$ cat config.mk
export PLATFORM = sky130hd
export DESIGN_NAME = int_log
export DESIGN_NICKNAME = d
export VERILOG_FILES = /design/src/rtl/int_log.sv
export SDC_FILE = /design/constraint.sdc
export NUM_CORES = 1
export LEC_CHECK = 0
export BUFFER_PORTS_ARGS = -buffer_cell sky130_fd_sc_hd__buf_4
export CAP_MARGIN = 20
export CORE_ASPECT_RATIO = 1.25
export CORE_MARGIN = 2
export CORE_UTILIZATION = 56
export CTS_CLUSTER_DIAMETER = 200
export CTS_CLUSTER_SIZE = 25
export DETAILED_ROUTE_END_ITERATION = 10
export GPL_TIMING_DRIVEN = 0
export PLACE_DENSITY = 0.78
export SETUP_SLACK_MARGIN = 0.05
export SLEW_MARGIN = 40
export SYNTH_ARGS = -nofsm -noshare
export SYNTH_HDL_FRONTEND = slang
export SYNTH_SLANG_ARGS = --single-unit
$ cat constraint.sdc
create_clock -name clk -period 4.35 [get_ports clk]
set_input_delay 0.6525 -clock clk [delete_from_list [all_inputs] [get_ports clk]]
set_output_delay 0.6525 -clock clk [all_outputs]
set_load 0.03 [all_outputs]
$ cat src/rtl/int_log.sv
// Iterative integer logarithm: n = floor(log_x(y)), the largest n with x^n <= y.
// Each COND/ITER pair does one multiply and then a full-width compare.
module int_log #(
  parameter int unsigned W  = 8,
  parameter int unsigned NW = 4
) (
  input  logic          clk,
  input  logic          rst,
  input  logic          start,
  input  logic [W-1:0]  x,
  input  logic [W-1:0]  y,
  output logic [NW-1:0] n,
  output logic          done,
  output logic          busy,
  output logic          err
);

  localparam int unsigned PW = 2 * W;

  typedef enum logic [1:0] {S_INIT, S_COND, S_ITER, S_DONE} state_t;

  state_t        r_state, w_state_nxt;
  logic [W-1:0]  r_acc, w_acc_nxt;
  logic [W-1:0]  r_x, w_x_nxt;
  logic [W-1:0]  r_y, w_y_nxt;
  logic [NW-1:0] r_cnt, w_cnt_nxt;
  logic          r_eflag, w_eflag_nxt;
  logic [NW-1:0] r_n, w_n_nxt;
  logic          r_done, w_done_nxt;
  logic          r_err, w_err_nxt;
  logic          r_busy, w_busy_nxt;

  logic [PW-1:0] w_prod;
  logic          w_fits;

  // Full 2W product so that overflow past 2^W never wraps into a false "fits".
  assign w_prod = PW'(r_acc) * PW'(r_x);
  assign w_fits = (w_prod <= {W'(0), r_y});

  // Next-state and next-output logic.
  always_comb begin
    w_state_nxt = r_state;
    w_acc_nxt   = r_acc;
    w_x_nxt     = r_x;
    w_y_nxt     = r_y;
    w_cnt_nxt   = r_cnt;
    w_eflag_nxt = r_eflag;
    w_n_nxt     = r_n;
    w_done_nxt  = 1'b0;
    w_err_nxt   = r_err;

    unique case (r_state)
      S_INIT: begin
        if (start) begin
          w_cnt_nxt = '0;
          if ((x < W'(2)) || (y == '0)) begin
            w_eflag_nxt = 1'b1;
            w_state_nxt = S_DONE;
          end else begin
            w_x_nxt     = x;
            w_y_nxt     = y;
            w_acc_nxt   = W'(1);
            w_eflag_nxt = 1'b0;
            w_state_nxt = S_COND;
          end
        end
      end
      S_COND: begin
        w_state_nxt = w_fits ? S_ITER : S_DONE;
      end
      S_ITER: begin
        // Low W bits are exact: prod <= y_r < 2^W.
        w_acc_nxt   = w_prod[W-1:0];
        w_cnt_nxt   = r_cnt + NW'(1);
        w_state_nxt = S_COND;
      end
      S_DONE: begin
        // First DONE cycle publishes the result; second returns to INIT.
        if (!r_done) begin
          w_n_nxt    = r_cnt;
          w_err_nxt  = r_eflag;
          w_done_nxt = 1'b1;
        end else begin
          w_state_nxt = S_INIT;
        end
      end
      default: w_state_nxt = S_INIT;
    endcase

    w_busy_nxt = (w_state_nxt != S_INIT);
  end

  always_ff @(posedge clk or negedge rst) begin
    if (!rst) begin
      r_state <= S_INIT;
      r_acc   <= '0;
      r_x     <= '0;
      r_y     <= '0;
      r_cnt   <= '0;
      r_eflag <= 1'b0;
      r_n     <= '0;
      r_done  <= 1'b0;
      r_err   <= 1'b0;
      r_busy  <= 1'b0;
    end else begin
      r_state <= w_state_nxt;
      r_acc   <= w_acc_nxt;
      r_x     <= w_x_nxt;
      r_y     <= w_y_nxt;
      r_cnt   <= w_cnt_nxt;
      r_eflag <= w_eflag_nxt;
      r_n     <= w_n_nxt;
      r_done  <= w_done_nxt;
      r_err   <= w_err_nxt;
      r_busy  <= w_busy_nxt;
    end
  end

  assign n    = r_n;
  assign done = r_done;
  assign err  = r_err;
  assign busy = r_busy;

endmodule

# == Word-level counts from Yosys, hierarchy flattened ==
# Index checks and enable logic that the tools add are counted.
# totals
in_bits,19
word_cells,44
ff_bits,38
# op_classes
muxes,13
bitwise_logic,2
eq_ne,5
add_sub_neg,1
mul,1
reduce_logical,10
magnitude_cmp,2
# ops
cell,n
$le 16x8->1,1
$mul 8x8->16,1
$mux 8,2
$pmux 8 s2,1
$logic_not 8->1,1
$lt 8x2->1 const B,1
$pmux 2 s4,1
$pmux 4 s2,1
$mux 2,3
$reduce_and 2->1,3
$reduce_and 3->1,2
$add 4x1->4 const B,1
$eq 2x2->1 const B,2
$mux 1,4
$mux 4,1
$ne 2x2->1 const B,2
$reduce_bool 2->1,2
$eq 2x1->1 const B,1
$logic_not 2->1,1
$not 1->1,2
$logic_or 1x1->1,1

# == Logic depth before layout (Yosys ltp) ==
# logic_depth
word_depth,6
mapped_depth,19
depth_no_buf,19

# == Worst setup path after synthesis ==
# Ideal clock, no wire load.
# synth_timing
path_type,reg2reg
from,register r_acc[3]
to,register r_state[0]
path_slack_ps,3
arrival_ps,4210
required_time_ps,4214
stages_incl_launch_ff,18
cell_sequence,dfrtp_1 -> and2_1 -> fa_1 -> inv_1 -> fa_1 -> fa_1 -> fa_1 -> inv_1 -> ha_1 -> buf_2 -> xnor2_1 -> ha_1 -> a21oi_1 -> o21ai_0 -> o21ai_0 -> o2111ai_1 -> nor4_1 -> a31oi_1
# synth_between
elab_chain_cells,4
# synth_lines
item,line,text
"start, declared",23,"logic [W-1:0] r_acc, w_acc_nxt;"
"start signal, assigned",107,r_acc <= w_acc_nxt;
$mul 8x8->16,37,assign w_prod = PW'(r_acc) * PW'(r_x);
$le 16x8->1,38,"assign w_fits = (w_prod <= {W'(0), r_y});"
$mux 1,69,w_state_nxt = w_fits ? S_ITER : S_DONE;
$pmux 2 s4,52,unique case (r_state)
named net w_state_nxt[0],22,"state_t r_state, w_state_nxt;"
"end signal, assigned",106,r_state <= w_state_nxt;
"end, declared",22,
# The timed path passes the listed nets, and every way through them passes these cells.
# A chain may end at the register's enable or synchronous reset.

# == Worst setup path after layout ==
# layout_timing
from,register r_x[4]
to,register r_state[0]
# layout_between
elab_chain_cells,4
# layout_lines
item,line,text
"start, declared",24,"logic [W-1:0] r_x, w_x_nxt;"
"start signal, assigned",108,r_x <= w_x_nxt;
$mul 8x8->16,37,
$le 16x8->1,38,
$mux 1,69,
$pmux 2 s4,52,
named net w_state_nxt[0],22,
# The timed path passes the listed nets, and every way through them passes these cells.

==> metrics.md <==
| Metric | Value |
|---|---|
| Status | finished with violations |
| Failing checks | negative setup slack |
| Post-synthesis cell area | between 3000 and 4000 sq um |
| Number of global-route vias before repair | around 3200 |
| CTS hold repair buffers | 0 |
| Tcrit/Tclk final | 103.3% |
| Design area | about 4600 sq um |
| Die Span X | 78.87 microns |
| CP cell instances | and2_4 > fa_1 > inv_1 > fa_1 > fa_1 > fa_1 > inv_1 > ha_1 > buf_6 > and3_4 > a221oi_4 > mux2i_1 > o2111ai_1 > nor4_1 > a31oi_1 |
| Fraction of the mapped netlist area in adder cells | between 30% and 40% |
| RSZ-0062 raised after global routing | true |
| DP Cell Count | around 520 |
| Slew HR | 59.96% |
| # rows | 34 |
| Most common cell after layout, fill and taps aside | inv_1 |
| Flops & latches, synth | 38 |
| Vias per inst | 5.513 |
| Layout Cells excl Fill | 540 |
| Reg2reg setup slack | -0.15 ns |
| Fin Hold WS | around 0.31 ns |
| Worst-path maximum fanout | 8 |
| Worst min-delay path class | input port to asynchronous set/reset pin |
| TritonCTS Sinks | 38 |
| Die Y-Extent | 97.59 microns |
| Maxcap violations | 0 |
| Synthesized area per cell | 9.712 sq um |
| Main combinational cell family by area after synthesis | adder cells |
| Critical Path Start Type | register |
| Most used DFF post-synth | dfrtp_1 |
| Final Critical Period | between 4 and 5 ns |
| Mapped Cells | 404 |
| Post-Synth Simple-Gate Area | between 10% and 20% |
| Antenna cells | 0 |
| Fraction of synthesized area in multiplexers | about 7.5% |
| Share of post-route cells with drive strength above 1 | between 20% and 30% |
| DRT iter0 DRCs | about 110 |
| Dpl cell area | 4269 sq um |
| Register area share after synthesis | 24.23% |
| CTS Buf Count | 5 |
| Die Footprint | roughly 7700 sq um |
| Arrival time worst endpoint | 4.67 ns |
| Starting density of the core | roughly 57% |
| Placer congestion estimate | slightly above 0.9 |
| Via count of the routed design | 2977 |
| Synth Area in XOR/XNOR | between 1 and 1.5% |
| Grt total ovfl | 0 |
| Post-DP HPWL | roughly 6600 microns |
| Synth warn | 0 |
| Fin. max-slew vios | 0 |
| Clock skew | between 0.007 and 0.008 ns |
| F_max | approximately 0.22 GHz |
| Core area | 6892 sq um |
| Setup WS post-layout | -0.1451 ns |
| Clk slew on worst S/H paths | about 0.080 ns |
| Wirelength, routed | 8774 microns |
| Worst setup EP type | register |
| Total track usage | 25.15% |
| CP max stage delay | 0.53 ns |
| Async set-reset flop share out of synthesis | 100.0% |
| DRC violation count after routing | 0 |
| Clock Latency Late Sink | 0.29 ns |
| Most used cell, CP | fa_1 |
| First-pass GRT wire length | 15240 microns |
| CTS tree | done |
| H-tree Lvls | 2 |
| Syn Nets | a little over 500 |
| Final hold violations | 0 |
| Clock root buffer | clkbuf_8 |
| Most frequent cells in the layout | inv_1, and2_1, ha_1, nand2_1, buf_4 |
| Complex-gate fraction of the synthesized area | between 8 and 9% |
| CP top delay family | adder cells |
| Setup WS pre-CTS | -0.5026 ns |
| CP Class | register to register |
| IO buf count | 25 |
| Post-synth EDFFs | 0 |
| Post-route ant nets | 0 |
| CP Buf/Inv Count | 3 |
| Final setup viols | 1 |
| Pin count of the biggest net entering global routing | 39 |
| Wire per inst | 16.25 microns |
| Worst EP required | 4.52 ns |
| Transition time of the tightest slew-check pin | just under 0.6 ns |
| Worst-case clock buffer depth | 2 |
| DR pass1 iterations | 4 |
| IO Count | 26 |
| Area delta synth->final | 16.71% |
| Initial antenna violation count | 0 |
| Slowest CP cell | fa_1 |
| Nets | 550 |
| Synth cell types | 48 |
==> layer usage <==
metal / GRT usage, % / vias up / wire [microns]
met5: 0 / - / 0
met4: 7.162 / 0 / 161
met3: 2.881 / 19 / 243
met2: 44.77 / 59 / 4577
met1: 32.02 / 1477 / 3791
li1: - / 1422 / -
==> kinds of logic (layout without fill, tap and decap cells) <==
group / count (synthesis) / after routing
and+or+nand+nor: 133 / 133
adders and majority gates: 81 / 81
buffers and inverters: 72 / 118
AOI/OAI and AO/OA: 52 / 52
DFF: 38 / 38
muxes: 23 / 23
xor gates and xnor gates: 5 / 5
==> worst paths after layout <==
path / startpoint / endpoint / cells past startpoint
hold reg to reg: r_eflag / r_eflag / 1
max in group asynchronous: rst / r_x[7] / 1
setup / recovery: r_x[4] / r_state[0] / 15
hold / removal: rst / r_x[1] / 1
setup reg to reg: r_x[4] / r_state[0] / 15
min in group clk: r_eflag / r_eflag / 1
==> Yosys cell counts, types with 4 or more instances <==
cell type,count,share of area [%]
a21oi_1,15,1.9
and2_1,48,7.7
dfrtp_1,38,24
fa_1,36,18
ha_1,45,14
inv_1,65,6.2
mux2_2,10,2.9
mux2_4,10,3.8
nand2_1,40,3.8
nand2b_1,5,0.80
nand3_1,11,1.4
nor2_1,6,0.57
nor3_1,4,0.51
nor4_1,5,0.80
o21ai_0,13,1.7
==> registers in the layout, indices dropped and copies added, names as in the netlist <==
signal,count
r_eflag,1
r_cnt,4
r_state,2
r_y,8
done,1
n,4
err,1
r_acc,8
r_x,8
busy,1
==> layout make-up <==
cell class | count | area, sq um
multi-input combinational | 294 | 2786
fill | 524 | 2312
sequential | 38 | 967.2
timing repair buffer | 39 | 290.3
inverter | 65 | 244.0
tap | 90 | 112.6
clock buffer | 6 | 82.58
buffer | 7 | 66.31
clock inverter | 1 | 30.03
==> worst register-to-register path: stages (launching register included) <==
cell and delay (ns):
dfrtp_2 0.48, and2_4 0.19, fa_1 0.53, inv_1 0.05, fa_1 0.51, fa_1 0.43
fa_1 0.51, inv_1 0.05, ha_1 0.28, buf_6 0.14, and3_4 0.18, a221oi_4 0.30
mux2i_1 0.27, o2111ai_1 0.14, nor4_1 0.19, a31oi_1 0.12
==> repair_timing <==
action | 4_1_cts | 5_1_grt
buffers inserted | 14 | 0
pin swaps | 14 | 1
gates resized for setup | 27 | 4
setup endpoints to repair | 1 | 1
==> per-stage QoR <==
step | util [%] | setup TNS [ns]
after floorplan | - | 0
after global placement | 61.95 | -0.3820
after detailed placement | 61.95 | -0.5026
after CTS | 66.27 | -0.1553
after global routing | 66.45 | -0.3667
final | 66.45 | -0.1451
Power is not shown: default switching activity piles up to over one toggle a cycle in this logic, so the estimate is an artifact.
